### src/rtl/universal_shift_reg_seq.sv
// ---------------------------------------------------------------------------
// universal_shift_reg_seq
//   Universal shift register. It performs single-step operations and also runs
//   multi-step bursts under control of a small IDLE/RUN sequencer.
//
// Ports
//   clk      : clock; all state updates on the rising edge
//   clear    : synchronous active-high reset, highest priority
//   en       : operation enable; low holds state and stalls a running burst
//   S        : mode select (hold/zero/shr/load/not/shl/ror/rol)
//   I        : parallel load data
//   sr_in    : serial input shifted into O[WIDTH-1] on shift-right
//   sl_in    : serial input shifted into O[0] on shift-left
//   start    : burst request (only honoured for shift/rotate modes)
//   amt      : burst length in single-position steps
//   O        : register contents
//   sr_out   : O[0]
//   sl_out   : O[WIDTH-1]
//   busy     : burst in progress
//   done     : one-cycle pulse after a burst completes (or a zero-length burst)
// ---------------------------------------------------------------------------
module universal_shift_reg_seq #(
   parameter int unsigned WIDTH = 8,
   parameter int unsigned AMT_W = 4
) (
   input  logic             clk,
   input  logic             clear,
   input  logic             en,
   input  logic [2:0]       S,
   input  logic [WIDTH-1:0] I,
   input  logic             sr_in,
   input  logic             sl_in,
   input  logic             start,
   input  logic [AMT_W-1:0] amt,
   output logic [WIDTH-1:0] O,
   output logic             sr_out,
   output logic             sl_out,
   output logic             busy,
   output logic             done
);

   typedef enum logic [2:0] {
      M_HOLD = 3'b000,
      M_ZERO = 3'b001,
      M_SHR  = 3'b010,
      M_LOAD = 3'b011,
      M_NOT  = 3'b100,
      M_SHL  = 3'b101,
      M_ROR  = 3'b110,
      M_ROL  = 3'b111
   } mode_t;

   typedef enum logic {
      IDLE = 1'b0,
      RUN  = 1'b1
   } state_t;

   state_t           r_state;
   mode_t            r_mode;
   logic [AMT_W-1:0] r_cnt;
   logic [WIDTH-1:0] r_O;
   logic             r_busy;
   logic             r_done;

   mode_t            w_mode;
   mode_t            w_sel;
   logic [WIDTH-1:0] w_next;
   logic             w_burst_req;

   assign w_sel = mode_t'(S);

   // The datapath is shared: RUN steps with the latched mode, IDLE with S.
   assign w_mode = (r_state == RUN) ? r_mode : w_sel;

   assign w_burst_req = start && ((w_sel == M_SHR) || (w_sel == M_SHL) ||
                                  (w_sel == M_ROR) || (w_sel == M_ROL));

   always_comb begin
      w_next = r_O;
      case (w_mode)
         M_HOLD:  w_next = r_O;
         M_ZERO:  w_next = '0;
         M_SHR:   w_next = {sr_in, r_O[WIDTH-1:1]};
         M_LOAD:  w_next = I;
         M_NOT:   w_next = ~r_O;
         M_SHL:   w_next = {r_O[WIDTH-2:0], sl_in};
         M_ROR:   w_next = {r_O[0], r_O[WIDTH-1:1]};
         M_ROL:   w_next = {r_O[WIDTH-2:0], r_O[WIDTH-1]};
         default: w_next = r_O;
      endcase
   end

   always_ff @(posedge clk) begin
      if (clear) begin
         r_state <= IDLE;
         r_mode  <= M_HOLD;
         r_cnt   <= '0;
         r_O     <= '0;
         r_busy  <= 1'b0;
         r_done  <= 1'b0;
      end else begin
         r_done <= 1'b0;
         case (r_state)
            IDLE: begin
               if (en) begin
                  if (w_burst_req) begin
                     // Start edge only latches the request; O is untouched.
                     r_mode <= w_sel;
                     if (amt == '0) begin
                        r_done <= 1'b1;
                     end else begin
                        r_cnt   <= amt;
                        r_busy  <= 1'b1;
                        r_state <= RUN;
                     end
                  end else begin
                     r_O <= w_next;
                  end
               end
            end
            RUN: begin
               if (en) begin
                  r_O   <= w_next;
                  r_cnt <= r_cnt - 1'b1;
                  if (r_cnt == AMT_W'(1)) begin
                     r_busy  <= 1'b0;
                     r_done  <= 1'b1;
                     r_state <= IDLE;
                  end
               end
            end
            default: r_state <= IDLE;
         endcase
      end
   end

   assign O      = r_O;
   assign sr_out = r_O[0];
   assign sl_out = r_O[WIDTH-1];
   assign busy   = r_busy;
   assign done   = r_done;

endmodule
### config.mk
export PLATFORM = sky130hd
export DESIGN_NAME = universal_shift_reg_seq
export DESIGN_NICKNAME = d
export VERILOG_FILES = /design/src/rtl/universal_shift_reg_seq.sv
export SDC_FILE = /design/constraint.sdc
export NUM_CORES = 1
export LEC_CHECK = 0
export ABC_AREA = 1
export BUFFER_PORTS_ARGS = -buffer_cell sky130_fd_sc_hd__clkbuf_2
export CORE_ASPECT_RATIO = 1.25
export CORE_MARGIN = 5
export CORE_UTILIZATION = 47
export DETAILED_ROUTE_END_ITERATION = 8
export PLACE_DENSITY_LB_ADDON = 0.3
export SYNTH_ARGS = -nofsm -noshare
export SYNTH_HDL_FRONTEND = slang
export SYNTH_SLANG_ARGS = --single-unit
### constraint.sdc
create_clock -name clk -period 1.3 [get_ports clk]
set_input_delay 0.195 -clock clk [delete_from_list [all_inputs] [get_ports clk]]
set_output_delay 0.195 -clock clk [all_outputs]
set_load 0.02 [all_outputs]
==> impl_metrics.ini, run 1 <==
[sta]
worst_pin_slew_ns = 0.260
finalCritPeriodShare = 1.03
setup_violations = 7
grt_setup_unrepaired = true
period_needed_ns = 1.34
maxSlewHeadroom = 0.826
timing.final.ws_setup_ns = -0.0421
fin_skew_ns = 0.00316
hold_viol_final = 0
drv_slew = 0
fmax_mhz = 745
finalSetupTns_ns = -0.112

[logic_synthesis]
ys_seq_elements = 18
synth_top_family_by_area = simple AND/OR/NAND/NOR gates
synth_commonest_cells = nand2_1 (62), inv_1 (29), dfxtp_1 (18), nand3_1 (18)
synthArstFlopShare = 0
synth_cell_types = 23
synthSimpleGateAreaFrac = 0.418
synth-main-ff-cell = dfxtp_1
syn_area_mm2 = 0.00133
ys_warn_count = 0
synthXorXnorAreaFrac = 0.00660
synth.avg_cell_area_um2 = 6.38
synthMuxAreaShare = 0
syn_inst = 208
synth_area_leader_cell = dfxtp_1
synth_adder_area_share = 0.0189
seq_area_frac_synth = 0.272
synth_area_leaders = dfxtp_1 (27%), nand2_1 (18%), inv_1 (8.2%)
synth.most_common_cell = nand2_1
synth_nets = 231
synth_compound_area_frac = 0.156
synth-edff-count = 0
synth_top_area_frac = 0.272

[floorplanning]
die-area_mm2 = 0.00399
row_count = 21
die_h_um = 69.4
core_area_mm2 = 0.00271
die_width_um = 57.5
initial_core_util = 0.490
ios = 33

[power_and_ir_drop]
finalPower_mw = 1.52
ir_worst_vdd_v = 0.000529
p_leak_nw = 0.827
p_per_area_mw_per_mm2 = 844

[clock_network]
numCtsBuffers = 3
tritoncts = built
h-tree-depth = 1
cts_sinks = 18
clock_latency_ns = 0.31
clockBufferDepth = 2
clockRootBuffer = clkbuf_4
clkTransAtPathRegs_ns = 0.10

[global_routing]
grt-ovfl-total = 0
grt_max_degree = 13
first_global_vias = 1396
grt_pass1_wl_um = 5790
track_usage = 0.178
grt_antenna_before_repair = 0

[cells_and_area]
drive_gt1_frac = 0.384
synthToLayoutAreaGrowth_pct = 35.6
final_core_util = 0.664
num_antenna_cells = 0
finalNonFillerCells = 292
nets = 282

[drt]
drc = 0
via_per_inst = 5.08
ant_nets = 0
dr.pass1.iters = 4
drtIter0Drc = 61
wirelength_um = 3540
detail_route.wl_per_cell_um = 12.1
vias = 1482

[run_status]
violations = setup timing
status = finished with violations

[worst_setup_path]
crit_family = simple AND/OR/NAND/NOR gates
criticalPathCategory = reg -> reg
crit_slowest_cell = dfxtp_4
crit_path_max_fanout = 5
crit_chain = buf_4 > nand2_2 > nand2_8 > nor2_4 > buf_4 > nand2_1 > nand2_1 > o21ai_2 > a21oi_2
worstPathRequired_ns = 1.55
endpoint_kind = flip-flop
start_kind = flip-flop
crit_arrival_ns = 1.59
cp_slowest_stage_delay_ns = 0.38
crit_buf_inv = 2

[placement]
place.gp.congestion = 0.949
place_hpwl_um = 2560
portBuffers = 32
dpl_worst_slack_ns = -0.144
placed_cells = 281

[flow_run]
maxCapViolCount = 0

[min_path]
hold_class = in -> reg
-- cells in the final DEF (no fill, tap or decap), types with 2 or more instances in the layout --
cell      synthesis  routed
nand2_1          62      49
clkbuf_2          0      32
inv_1            29      29
buf_4             2      18
dfxtp_1          18      16
nor2_1           16      16
nand3_1          18      15
nand2_2           4      12
o21ai_0          16      10
a21oi_2           8       8
a21oi_1           8       8
nand4_1           7       7
nand2_4           4       6
o21ai_1           0       5
nand2_8           0       3
nand3_4           2       3
nand3_2           0       3
clkbuf_4          0       3
inv_4             0       2
nor2_4            2       2
o21ai_2           1       2
ha_1              2       2
-- per-layer routing --
layer | wire length (um) | global-route usage
met1 | 1430 | 0.204
met2 | 1790 | 0.313
met3 | 200 | 0.0298
met4 | 107 | 0.0799
met5 | 0 | 0
-- tightest hold or removal path, stage by stage --
cell	delay [ns]
clkbuf_2	0.09
nor2_1	0.05
nand3_1	0.08
a21oi_1	0.06
-- power breakdown --
part,switching (mW),internal (mW)
combinational,0.326,0.217
clock,0.186,0.171
sequential,0.0334,0.585
total,0.545,0.973
-- registers in the layout, indices dropped and copies added, names as in the netlist --
name and cells:
r_mode 3, r_state 1, r_cnt 4, O 8, done 1, busy 1
-- path summary, 6_finish.rpt --
| path | depth (start not counted) | slack, ns | endpoint | startpoint |
|---|---|---|---|---|
| min | 4 | 0.21 | done | amt[1] |
| max reg2reg | 9 | -0.04 | O[7] | r_state |
| max | 9 | -0.04 | O[7] | r_state |
| min reg2reg | 2 | 0.47 | busy | busy |
-- cell families after synthesis --
family / after synthesis
adder cells (fa/ha/maj): 2
AND/OR/NAND/NOR: 115
flip-flops: 18
buffers and inverters: 38
XOR/XNOR: 1
AO/OA/AOI/OAI: 34
-- stage by stage --
stage	instance area [um2]	hold slack [ns]
3_5_place_dp	1580	0.464
2_1_floorplan	1330	0.264
3_3_place_gp	1580	0.455
4_1_cts	1710	0.201
6_report	1800	0.205
5_1_grt	1800	0.201
-- layout make-up --
cell class / count / area [um2]
Timing Repair Buffer: 51 / 307
Tap cell: 34 / 42.5
Sequential cell: 18 / 365
Clock buffer: 4 / 36.3
Inverter: 32 / 133
Fill cell: 241 / 908
Multi-Input combinational cell: 153 / 915
-- what timing repair did --
| item | 4_1_cts | 5_1_grt |
|---|---|---|
| hold buffers | 0 | 0 |
| pin swaps | 5 | 10 |
| resized for setup | 19 | 20 |
| setup endpoints to repair | 8 | 16 |
| cloned | 1 | 0 |
| buffers inserted | 2 | 4 |
Note: power is estimated with default switching activity, not from simulation.
==> run 2: changes to the inputs <==
--- a/config.mk
+++ b/config.mk
@@ -9,7 +9,7 @@
 export BUFFER_PORTS_ARGS = -buffer_cell sky130_fd_sc_hd__clkbuf_2
 export CORE_ASPECT_RATIO = 1.25
 export CORE_MARGIN = 5
-export CORE_UTILIZATION = 47
+export CORE_UTILIZATION = 50
 export DETAILED_ROUTE_END_ITERATION = 8
 export PLACE_DENSITY_LB_ADDON = 0.3
 export SYNTH_ARGS = -nofsm -noshare
==> constraint.sdc (replaced) <==
create_clock -name clk -period 1.5 [get_ports clk]
set_input_delay 0.225 -clock clk [delete_from_list [all_inputs] [get_ports clk]]
set_output_delay 0.225 -clock clk [all_outputs]
set_load 0.005 [all_outputs]
==> run 2 against run 1 <==
Sequential power down 14%; critical endpoint is now O[1]; register-to-register slack improved by 0.12 ns; the run now ends clean; critical path type unchanged; clock power fell by 15%.
==> impl_metrics.ini, run 2 (synthesis results as in run 1) <==
[floorplanning]
die_h_um = 67.6
row_count = 21
die_width_um = 56.1
initial_core_util = 0.505
core_area_mm2 = 0.00263
die-area_mm2 = 0.00379
ios = 33

[sta]
timing.final.ws_setup_ns = 0.0769
setup_violations = 0
period_needed_ns = 1.42
worst_pin_slew_ns = 0.395
fmax_mhz = 703
hold_viol_final = 0
finalCritPeriodShare = 0.949
drv_slew = 0
maxSlewHeadroom = 0.736
fin_skew_ns = 0.00170

[clock_network]
clkTransAtPathRegs_ns = 0.10
tritoncts = built
clockBufferDepth = 2
clock_latency_ns = 0.29
cts_hold_buffers = 0
numCtsBuffers = 3
cts_sinks = 18
clockRootBuffer = clkbuf_4
h-tree-depth = 1

[cells_and_area]
num_antenna_cells = 0
synthToLayoutAreaGrowth_pct = 20.6
final_common_cell = nand2_1
largest_reg_flops = 8
mostFrequentLayoutCells = nand2_1 (59), clkbuf_2 (32), inv_1 (29)
finalNonFillerCells = 280
fill_cells = 288
drive_gt1_frac = 0.293
multi_input_area_um2 = 817
seq_area_um2 = 362
nets = 270

[drt]
wirelength_um = 3310
vias = 1448
via_per_inst = 5.17
drtIter0Drc = 34
ant_nets = 0
drc = 0
dr.pass1.iters = 4
detail_route.wl_per_cell_um = 11.8

[power_and_ir_drop]
p_per_area_mw_per_mm2 = 753
p_leak_nw = 0.746
finalPower_mw = 1.20
ir_worst_vdd_v = 0.000417

[placement]
placed_cells = 275
place.gp.congestion = 0.889
dpl_worst_slack_ns = 0.0151
portBuffers = 32
place_hpwl_um = 2570

[global_routing]
grt_max_degree = 13
track_usage = 0.180
grt-ovfl-total = 0
first_global_vias = 1356
grt_antenna_before_repair = 0
grt_pass1_wl_um = 5540

[run_status]
status = complete, no violations

[worst_setup_path]
start_kind = flip-flop
crit_path_max_fanout = 9
worstPathRequired_ns = 1.74
crit_arrival_ns = 1.66
criticalPathCategory = reg -> reg
endpoint_kind = flip-flop

[flow_run]
maxCapViolCount = 0

[min_path]
hold_class = in -> reg
[run 2: critical path, stage by stage (launching register included)]
cell and delay, ns:
dfxtp_2 0.35, inv_2 0.08, buf_4 0.18, nand2_4 0.06, nand2_4 0.10, nand3_1 0.14
inv_2 0.14, nand2_1 0.06, nand3_1 0.08, nand2_1 0.06, a21oi_2 0.11
[run 2: per-layer routing]
metal	routed length [um]	share of wire	GRT usage
met1	1350	0.41	0.213
met4	53	0.016	0.0742
met5	0	0	0
met3	166	0.050	0.0249
met2	1750	0.53	0.326
[run 2: final timing paths]
path / start / end / slack [ns] / depth (start not counted)
max: r_state / O[1] / 0.08 / 10
min: amt[3] / done / 0.24 / 4
max reg2reg: r_state / O[1] / 0.08 / 10
min reg2reg: busy / busy / 0.47 / 2
[run 2: per-stage QoR]
stage          hold slack, ns   util  setup TNS [ns]  instance area [um2]
3_3_place_gp            0.452  0.584               0                 1540
5_1_grt                 0.265  0.609         -0.0400                 1600
3_5_place_dp            0.459  0.584               0                 1540
6_report                0.241  0.609               0                 1600
2_1_floorplan           0.294      -               0                 1330
4_1_cts                 0.239  0.598               0                 1570
[run 2: layout make-up]
cell class                      instances  area share
Tap cell                               34      0.0266
Timing Repair Buffer                   39       0.135
Inverter                               32      0.0782
Sequential cell                        18       0.226
Clock buffer                            4      0.0227
Multi-Input combinational cell        153       0.511
[run 2: what timing repair did]
| item | in CTS | in global routing |
|---|---|---|
| hold endpoints to repair | 0 | 0 |
| setup buffers | 0 | 0 |
| endpoints found under the setup margin | 0 | 10 |
| resized for setup | 0 | 7 |
[run 2: power breakdown]
group          switching, mW  leakage (nW)  internal [mW]
clock network          0.155        0.0210          0.148
logic                  0.226         0.578          0.141
registers             0.0264         0.147          0.507
